### src/rtl/bitty_pkg.sv
// Shared definitions for the bitty sequencer: instruction format codes, HALT word, FSM states.
// Defining BITTY_SEQ_BREAKPOINT_EN adds the BREAK state used by the optional breakpoint logic.
package bitty_pkg;

    localparam logic [1:0]  FMT_BRANCH = 2'b10;
    localparam logic [15:0] HALT_WORD  = 16'h0000;

    typedef enum logic [1:0] {
        COND_EQ = 2'd0,
        COND_GT = 2'd1,
        COND_LT = 2'd2
    } branch_cond_t;

    typedef enum logic [2:0] {
        ST_IDLE,
        ST_FETCH,
        ST_LATCH,
        ST_DISPATCH,
        ST_EXEC,
        ST_HALTED
`ifdef BITTY_SEQ_BREAKPOINT_EN
        , ST_BREAK
`endif
    } seq_state_t;

endpackage

### src/rtl/bitty_sequencer_branch_resolver.sv
// Combinational branch decode: a branch is taken when the last ALU result equals the 2-bit
// condition field; target bits above the PC width are dropped.
module branch_resolver
    import bitty_pkg::*;
#(
    parameter int ADDR_W = 8
) (
    input  logic [15:0]       ir,
    input  logic [15:0]       d_out,
    input  logic [ADDR_W-1:0] pc,
    output logic              is_branch,
    output logic              taken,
    output logic [ADDR_W-1:0] next_pc
);

    localparam logic [ADDR_W-1:0] PC_ONE = ADDR_W'(1);

    assign is_branch = (ir != HALT_WORD) && (ir[1:0] == FMT_BRANCH);
    assign taken     = is_branch && (d_out == {14'b0, ir[3:2]});
    assign next_pc   = taken ? ir[ADDR_W+3:4] : pc + PC_ONE;

endmodule

### src/rtl/bitty_sequencer.sv
// Program sequencer for bitty: fetches from a synchronous imem, resolves branches locally and
// dispatches other words over run/done. BITTY_SEQ_BREAKPOINT_EN adds breakpoint ports and state.
module bitty_sequencer
    import bitty_pkg::*;
#(
    parameter int ADDR_W = 8
) (
    input  logic              clk,
    input  logic              reset,
    input  logic              start,
    input  logic              stop,
    output logic              imem_en,
    output logic [ADDR_W-1:0] imem_addr,
    input  logic [15:0]       imem_data,
    output logic              run,
    output logic [15:0]       d_instr,
    input  logic              done,
    input  logic [15:0]       d_out,
    output logic              busy,
    output logic              halted,
    output logic [ADDR_W-1:0] pc,
    output logic [15:0]       retired
`ifdef BITTY_SEQ_BREAKPOINT_EN
    ,
    input  logic              bp_en,
    input  logic [ADDR_W-1:0] bp_addr,
    input  logic              resume,
    output logic              at_bp
`endif
);

    localparam logic [ADDR_W-1:0] PC_ONE = ADDR_W'(1);

    seq_state_t        state_reg, state_next;
    logic [ADDR_W-1:0] pc_reg, pc_next;
    logic [15:0]       retired_reg, retired_next;
    logic              halted_reg, halted_next;
    logic              run_reg, run_next;
    logic [15:0]       d_instr_reg, d_instr_next;
    logic [15:0]       ir_reg, ir_next;
    logic              busy_reg;

    logic              br_is_branch;
    logic              br_taken;
    logic [ADDR_W-1:0] br_next_pc;
    logic [ADDR_W-1:0] pc_inc;

`ifdef BITTY_SEQ_BREAKPOINT_EN
    logic              skip_bp;
    logic              at_bp_reg;
`endif

    branch_resolver #(
        .ADDR_W(ADDR_W)
    ) u_branch_resolver (
        .ir       (ir_reg),
        .d_out    (d_out),
        .pc       (pc_reg),
        .is_branch(br_is_branch),
        .taken    (br_taken),
        .next_pc  (br_next_pc)
    );

    assign pc_inc = pc_reg + PC_ONE;

    always_comb begin
        state_next   = state_reg;
        pc_next      = pc_reg;
        retired_next = retired_reg;
        halted_next  = halted_reg;
        run_next     = run_reg;
        d_instr_next = d_instr_reg;
        ir_next      = ir_reg;
`ifdef BITTY_SEQ_BREAKPOINT_EN
        skip_bp      = 1'b0;
`endif
        case (state_reg)
            ST_IDLE, ST_HALTED: begin
                if (start) begin
                    pc_next      = '0;
                    retired_next = '0;
                    halted_next  = 1'b0;
                    state_next   = ST_FETCH;
                end
            end
            ST_FETCH: state_next = ST_LATCH;
            ST_LATCH: begin
                ir_next    = imem_data;
                state_next = ST_DISPATCH;
            end
            ST_DISPATCH: begin
                if (ir_reg == HALT_WORD) begin
                    halted_next = 1'b1;
                    state_next  = ST_HALTED;
                end else if (br_is_branch) begin
                    pc_next    = br_taken ? br_next_pc : pc_inc;
                    state_next = stop ? ST_IDLE : ST_FETCH;
                end else begin
                    d_instr_next = ir_reg;
                    run_next     = 1'b1;
                    state_next   = ST_EXEC;
                end
            end
            ST_EXEC: begin
                if (done) begin
                    run_next     = 1'b0;
                    pc_next      = pc_inc;
                    retired_next = retired_reg + 16'd1;
                    state_next   = stop ? ST_IDLE : ST_FETCH;
                end
            end
`ifdef BITTY_SEQ_BREAKPOINT_EN
            ST_BREAK: begin
                if (stop) begin
                    state_next = ST_IDLE;
                end else if (resume) begin
                    skip_bp    = 1'b1;
                    state_next = ST_FETCH;
                end
            end
`endif
            default: state_next = ST_IDLE;
        endcase
`ifdef BITTY_SEQ_BREAKPOINT_EN
        // Every route into FETCH passes through here, so one comparator covers them all.
        if (state_next == ST_FETCH && !skip_bp && bp_en && pc_next == bp_addr) begin
            state_next = ST_BREAK;
        end
`endif
    end

    always_ff @(posedge clk) begin
        if (reset) begin
            state_reg   <= ST_IDLE;
            pc_reg      <= '0;
            retired_reg <= '0;
            halted_reg  <= 1'b0;
            run_reg     <= 1'b0;
            d_instr_reg <= '0;
            ir_reg      <= '0;
            busy_reg    <= 1'b0;
`ifdef BITTY_SEQ_BREAKPOINT_EN
            at_bp_reg   <= 1'b0;
`endif
        end else begin
            state_reg   <= state_next;
            pc_reg      <= pc_next;
            retired_reg <= retired_next;
            halted_reg  <= halted_next;
            run_reg     <= run_next;
            d_instr_reg <= d_instr_next;
            ir_reg      <= ir_next;
            busy_reg    <= (state_next != ST_IDLE) && (state_next != ST_HALTED);
`ifdef BITTY_SEQ_BREAKPOINT_EN
            at_bp_reg   <= (state_next == ST_BREAK);
`endif
        end
    end

    assign imem_en   = (state_reg == ST_FETCH);
    assign imem_addr = pc_reg;
    assign run       = run_reg;
    assign d_instr   = d_instr_reg;
    assign busy      = busy_reg;
    assign halted    = halted_reg;
    assign pc        = pc_reg;
    assign retired   = retired_reg;
`ifdef BITTY_SEQ_BREAKPOINT_EN
    assign at_bp     = at_bp_reg;
`endif

endmodule
### config.mk
export PLATFORM = sky130hd
export DESIGN_NAME = bitty_sequencer
export DESIGN_NICKNAME = d
export VERILOG_FILES = /design/src/rtl/bitty_pkg.sv /design/src/rtl/bitty_sequencer_branch_resolver.sv /design/src/rtl/bitty_sequencer.sv
export SDC_FILE = /design/constraint.sdc
export NUM_CORES = 1
export LEC_CHECK = 0
export CORE_MARGIN = 2
export CORE_UTILIZATION = 40
export CTS_CLUSTER_SIZE = 25
export DETAILED_ROUTE_END_ITERATION = 7
export HOLD_SLACK_MARGIN = 0.02
export PLACE_DENSITY = 0.8
export SETUP_SLACK_MARGIN = 0.3
export SYNTH_ARGS = -nofsm -noshare
export SYNTH_HDL_FRONTEND = slang
export SYNTH_SLANG_ARGS = --single-unit
### constraint.sdc
create_clock -name clk -period 4.05 [get_ports clk]
set_input_delay 1.0125 -clock clk [delete_from_list [all_inputs] [get_ports clk]]
set_output_delay 1.0125 -clock clk [all_outputs]
set_load 0.05 [all_outputs]
# Yosys cells after proc, flatten, opt, wreduce, memory -nomap -nowiden

Cells that the tools add are included.

Register bits: 62
Logic and storage cells: 65

Reduce and logical (&&, ||, !) cells: 17
Multiplexer cells: 22
Add/sub/neg operators: 2
Equal/unequal tests: 14
Bitwise gates (word level): 2

Operators with widths:

| kind                  | count |
|---|---|
| $mux 8                | 5 |
| $mux 16               | 2 |
| $pmux 16 s2           | 1 |
| $pmux 8 s3            | 1 |
| $add 16x1->16 const B | 1 |
| $eq 16x2->1           | 1 |
| $logic_not 16->1      | 1 |
| $reduce_bool 16->1    | 1 |
| $pmux 3 s5            | 1 |
| $mux 3                | 4 |
| $ne 2x2->1 const B    | 5 |
| $reduce_and 3->1      | 3 |
| $add 8x1->8 const B   | 1 |
| $eq 3x2->1 const B    | 2 |
| $eq 3x3->1 const B    | 2 |
| $mux 1                | 6 |
| $reduce_bool 2->1     | 3 |
| $reduce_bool 3->1     | 2 |
| $reduce_and 5->1      | 1 |
| $pmux 1 s2            | 2 |
| $reduce_and 4->1      | 1 |
| $eq 3x1->1 const B    | 1 |
| $logic_and 1x1->1     | 3 |
| $logic_not 3->1       | 1 |
| 5 further kinds       | 6 |

# Longest topological paths before layout

Gate-level depths: netlist (run 1).

Depth after elaboration: 7
Gate-level depth with buffers: 7

# By module

Synthesis (run 1) repeated with hierarchy kept, for this count alone.

Cells, all modules: 397
Area, all modules: 3153.0 um2

Modules (own cells, without submodules):

| module          | seq. area each (um2) | instances | cells each | area each (um2) |
|---|---|---|---|---|
| bitty_sequencer | 1241.2               | 1         | 362        | 2820.2 |
| branch_resolver | 0.0                  | 1         | 35         | 332.8 |

# Least setup slack after synthesis (run 1)

OpenSTA, ideal clock, no wires.

Kind: flip-flop to output port
Start point: reg state_reg[0]
End point: out imem_en
Setup slack: 1.299 ns
Stages on the path, launching flop included: 3
Data required time: 3.038 ns
Buffers on the path: 1
Data arrival time: 1.739 ns
Path through: dfxtp_1 > buf_2 > nor3b_1

Longest elaborated chain between the ends: 1

Ends and longest elaborated chain:

| element                | RTL line               | text |
|---|---|---|
| from (decl)            | bitty_sequencer.sv:34  | `seq_state_t state_reg, state_next;` |
| from (signal assigned) | bitty_sequencer.sv:146 | `state_reg <= state_next;` |
| $eq 3x1->1             | bitty_sequencer.sv:160 | `assign imem_en = (state_reg == ST_FETCH);` |
| to (decl)              | bitty_sequencer.sv:12  | `output logic imem_en,` |

Every way passes these cells.

# Worst setup path after layout (run 1)

Same ends and word-level chain as after synthesis.

==> out/qor.txt, run 1 <==
Hold depth - 2
Top Layer Used - met4
Worst-Skew Late Latency - 350 ps
Fmax - 0.3220 GHz
Vias in the first global route - 2503
DRC Markers - 0
Share of layout cells above drive strength 1 - 6.538%
Initial Util - 41.97%
GP Congestion - 0.8763
RSZ-0062 raised after global routing - no
R2R Path Start - ir_reg[8]$_SDFFE_PP0N_
Hold path startpoint - ir_reg[12]$_SDFFE_PP0N_
Die ar. - 7902 um^2
Main combinational cell family by area after synthesis - simple AND/OR/NAND/NOR gates
Cells after synthesis - 330
Hold Path Class - reg -> reg
Hold Path Sink - ir_reg[12]$_SDFFE_PP0N_
Initial antenna violation count - 0
Clock root cell - clkbuf_8
Synth Flop Type - dfxtp_1
H-tree depth - 3
Slowest cell on crit path - clkdlybuf4s50_1
Cells along the critical path - nor3b_1, clkdlybuf4s50_1
Vias per cell - 5.305
Initial drt markers - 185
Final net count - 447
Top post-synthesis cells by count - dfxtp_1, nand2_1, nor2_1
Routed wl met3 - 354 um
Worst setup margin - 944.1 ps
CTS sink cnt - 62
Post-Synthesis Cell Area - 2883 um^2
XOR/XNOR share of the synthesized area - 3.950%
Fin Setup TNS - 0 ps
Dominant cells by area after synthesis - dfxtp_1, mux2i_1, nand2_1
Number of synthesized flops with an enable pin - 0
Worst slack at placement - 856.7 ps
Clock skew - 8.358 ps
Status - finished clean
Resize count post-CTS - 0
LEAKAGE - 1.483 nW
Hold_buf cts - 0
Drt pass-1 iters - 4
Synth async-reset ratio - 0%
Minimum clock period - 3106 ps
P&R area growth vs syn - 37.80%
Via count - 2700
Metal-1 WL - 3298 um
Critical Path Max Stage Delay - 850 ps
Count leader, synth - dfxtp_1
Crit path DAT - 2090 ps
Std cell rows - 30
First-pass GRT wire length - 11610 um
R2r endpoint - d_instr[6]$_SDFFE_PP0P_
Worst vdd ir - 0.0002557 V
Top-area cell type share of the netlist area - 43.06%
Total gr overflow - 0
Post-Synth Simple-Gate Area - 27.04%
HPWL after detailed placement - 5330 um
CTS tree - built
Drt wl/cell - 14.22 um
Reg2Reg Setup Slack - 1820 ps
Max_cap viols - 0
Post-CTS Setup Bufs - 0
DR WL met2 - 3418 um
Crit Path Max Fanout - 14
Count of final hold-check violations - 0
Final setup viols - 0
Synth warn - 0
Avg Cell Area, Syn - 8.736 um^2
Antenna diodes - 0
Synth unique cells - 47
Rel. slew slack - 41.79%
Fraction of synthesized area in multiplexers - 5.556%
Die Width - 88.90 um
CTS max path bufs - 2
Startpoint Class - register
Critical path required time - 3040 ps
Num CTS Buffers - 9
Total GRT Usage - 19.02%
IO buf count - 88
Worst slew pin tran - 873.2 ps
Ports - 89
PwrDens - 456.2 nW/um^2
Synthesized flop and latch total - 62
Adder-Cell Fraction of Synth Area - 0.8681%
Final ANT Viol Nets - 0
Die height - 88.90 um
Clk pin slew, worst setup/hold paths - 80 ps
Reg2Reg Depth - 5
Largest net degree at the start of global routing - 28
Synth Area in Compound Gates - 14.15%
Critical path type - reg -> out
Crit share post-route - 76.69%
Total core area - 6869 um^2
Register area share after synthesis - 43.06%
Slew Limit Fails - 0
Syn nets - 369
Cell taking the most area after synthesis - dfxtp_1
Worst Setup End Kind - output port
WL final - 7240 um
## metal layers
metal	up-vias	GRT usage (%)
met2	85	29.85
li1	1337	-
met5	-	0
met1	1266	25.20
met4	0	10.06
met3	12	3.047
## cell type report
cell class / instances / area, um^2
Clock buffer: 9 / 123.9
Clock inverter: 7 / 82.58
Fill cell: 636 / 2897
Inverter: 4 / 15.01
Multi-Input combinational cell: 240 / 1486
Sequential cell: 62 / 1241
Tap cell: 96 / 120.1
Timing Repair Buffer: 91 / 903.4
## how the worst max path moves through the flow
stage | start | to | slack, ps
floorplan | state_reg[0]$_SDFF_PP0_ | imem_en | 1300
global placement | start | retired[14]$_SDFFE_PP0P_ | 970
detailed placement | d_out[2] | imem_addr[3]$_SDFFE_PP0P_ | 860
CTS | state_reg[0]$_SDFF_PP0_ | imem_en | 960
global route | state_reg[0]$_SDFF_PP0_ | imem_en | 830
finish | state_reg[0]$_SDFF_PP0_ | imem_en | 940
## critical path, delay by kind of cell, from the launching register on
family        cells  cell delay (ps)
buf+inv           1              850
flops             1              600
simple gates      1              290
## where the power goes
part	internal, mW	switching [mW]
clock network	0.292	0.268
registers	0.662	0.0768
logic	0.207	0.307
## cell usage in the layout, fill, tap and decap left out, types with 8 or more instances in the layout
master           count
nor4_1               8
a21oi_1             28
o21ai_0             10
clkdlybuf4s50_1     88
or3_1                8
xor2_1               8
clkbuf_8             9
nand4_1              8
mux2i_1             16
nand2_1             40
nor2_1              32
dfxtp_1             62
## kinds of logic (layout without fill, tap and decap cells)
logic type	Yosys count	after routing
muxes	16	16
DFF	62	62
and+or+nand+nor	146	146
AOI/OAI and AO/OA	63	63
buffers and inverters	28	111
adders and majority gates	2	2
xor gates and xnor gates	13	13
## metrics by stage
| step | cell area, um^2 | util (%) | hold WS (ps) | power (mW) | cells |
|---|---|---|---|---|---|
| after floorplan | 2883 | - | 448.3 | 1.111 | 330 |
| after global placement | 3766 | 54.83 | 458.0 | 1.253 | 493 |
| after detailed placement | 3766 | 54.83 | 466.6 | 1.262 | 493 |
| after CTS | 3973 | 57.83 | 477.6 | 1.824 | 509 |
| after global routing | 3973 | 57.83 | 493.6 | 1.904 | 509 |
| final | 3973 | 57.83 | 476.3 | 1.812 | 509 |
(Power assumes the default switching activity.)
==> run 2: changes to the inputs <==
Clock period 4.05 ns to 2.9 ns, I/O delays scaled along.
==> run 2 against run 1 <==
  * Worst setup slack worse by 550 ps
  * Clock power is 56% higher
  * Sequential power is 37% higher
  * Final cell count is 1.4% higher
  * Critical endpoint is now retired[2]
  * Clock-buffer cell count is 2 higher
  * Via count is 1.7% higher
  * Worst hold slack worse by 17 ps
  * Cell area is 2.0% higher
  * Flip-flop and latch count stayed put
  * Critical path type unchanged
  * Power is 46% higher
==> out/qor.txt, run 2 (same netlist as run 1, synthesis figures left out) <==
Status - finished clean
Initial drt markers - 137 (-26%)
Crit Path Max Fanout - 10 (-4)
Antenna diodes - 0 (unchanged)
LEAKAGE - 1.539 nW (+3.8%)
Final setup viols - 0 (unchanged)
CTS sink cnt - 62 (unchanged)
Layout fillers - 608 (-4.4%)
Worst hold margin - 459.0 ps (-17.33 ps)
Worst Setup End Kind - output port
P&R area growth vs syn - 40.49%
Critical path type - reg -> out
Startpoint Class - register
Vias in the first global route - 2653 (+6.0%)
Clk pin slew, worst setup/hold paths - 70 ps (about the same)
Rel. slew slack - 52.40% (+11 points)
Total GRT Usage - 20.44% (+1.4 points)
Fin Setup TNS - 0 ps (unchanged)
Leading cell types in the layout, fill and taps excluded - clkdlybuf4s50_1, dfxtp_1, nand2_1, nor2_1, a21oi_1
Routed wl met3 - 362 um (+2.3%)
DRC Markers - 0 (unchanged)
Initial antenna violation count - 0 (unchanged)
CTS max path bufs - 2 (unchanged)
Critical Path Max Stage Delay - 880 ps (+30 ps)
H-tree depth - 3 (unchanged)
Clock skew - 11.05 ps (+2.692 ps)
PwrDens - 653.3 nW/um^2 (+43%)
Placed cell count - 500 (+1.4%)
Die height - 88.90 um (unchanged)
Critical path required time - 2170 ps (-870 ps)
Initial Util - 41.97% (unchanged)
Minimum clock period - 2505 ps
Hold path startpoint - run$_SDFFE_PP0P_
Hold_buf cts - 0 (unchanged)
HPWL after detailed placement - 5535 um (+3.8%)
Most common cell after layout, fill and taps aside - clkdlybuf4s50_1
Count of final hold-check violations - 0 (unchanged)
Crit path DAT - 1780 ps (-310 ps)
Max_cap viols - 0 (unchanged)
Top Layer Used - met4
Worst vdd ir - 0.0002928 V (+15%)
Metal-1 WL - 3477 um (+5.4%)
Buf/Inv on CP - 1 (unchanged)
Std cell rows - 30 (unchanged)
R2R Path Start - ir_reg[8]$_SDFFE_PP0N_
GP Congestion - 0.8915 (+1.7%)
Worst-Skew Late Latency - 340 ps (about the same)
Fmax - 0.3993 GHz
Num CTS Buffers - 9 (unchanged)
Slew Limit Fails - 0 (unchanged)
DR WL met2 - 3594 um (+5.1%)
Crit share post-route - 86.37%
IO buf count - 88 (unchanged)
Drt wl/cell - 14.66 um (+3.1%)
Worst path top cell family by delay - buffers and inverters
Critical Path Start - retired[2]$_SDFFE_PP0P_
WL final - 7567 um (+4.5%)
First-pass GRT wire length - 12440 um (+7.2%)
Final ANT Viol Nets - 0 (unchanged)
Clock root cell - clkbuf_8
Ports - 89 (unchanged)
Drt pass-1 iters - 4 (unchanged)
Cells along the critical path - clkdlybuf4s50_1
Slowest cell on crit path - clkdlybuf4s50_1
Total core area - 6869 um^2 (unchanged)
Via count - 2746 (+1.7%)
Die ar. - 7902 um^2 (unchanged)
Total gr overflow - 0 (unchanged)
Share of layout cells above drive strength 1 - 8.095% (+1.6 points)
Final net count - 454 (+1.6%)
Worst slew pin tran - 712.4 ps (-160.8 ps)
Final Util - 58.96% (+1.1 points)
CTS tree - built
Hold Path Class - reg -> reg
RSZ-0062 raised after global routing - no
Largest net degree at the start of global routing - 25 (-11%)
Die Width - 88.90 um (unchanged)
Post-CTS Setup Bufs - 0 (unchanged)
Vias per cell - 5.322 (+0.32%)
Non-Filler Instances - 516 (+1.4%)
-- run 2: final cells by class --
cell class	instances	area, um^2	share of cell area (%)
Tap cell	96	120.1	2.966
Inverter	4	15.01	0.3707
Sequential cell	62	1241	30.65
Clock buffer	11	151.4	3.738
Multi-Input combinational cell	240	1486	36.70
Clock inverter	5	81.33	2.008
Timing Repair Buffer	98	954.7	23.57
-- run 2: what timing repair did --
| action | CTS | global route |
|---|---|---|
| gates resized for setup | 1 | 0 |
| hold endpoints to repair | 0 | 0 |
| setup endpoints to repair | 1 | 0 |
-- run 2: path summary, 6_finish.rpt --
path                                                  to  slack [ps]  cells after the start
worst min register to register          run$_SDFFE_PP0P_         460                      2
worst min-delay path                    run$_SDFFE_PP0P_         460                      2
worst max-delay path                          retired[2]         400                      1
worst max register to register  d_instr[14]$_SDFFE_PP0P_         820                      6
-- run 2: power breakdown --
part	total (mW)	leakage, nW	internal [mW]	switching, mW
sequential	1.01	0.502	0.925	0.0889
clock	0.871	0.116	0.531	0.340
combinational	0.761	0.922	0.303	0.457
total	2.65	1.54	1.76	0.887
-- run 2: per-layer routing --
layer	track usage, %	up-vias
li1	-	1345
met1	27.01	1301
met2	32.50	87
met3	4.247	13
met4	8.678	0
met5	0	-
-- run 2: through the flow --
step,total power [mW],worst slack (ps),instance area (um^2)
floorplan,1.552,436.2,2883
global placement,1.771,145.5,3819
detailed placement,1.789,95.97,3819
CTS,2.659,376.9,4050
global route,2.781,322.2,4050
finish,2.646,395.4,4050
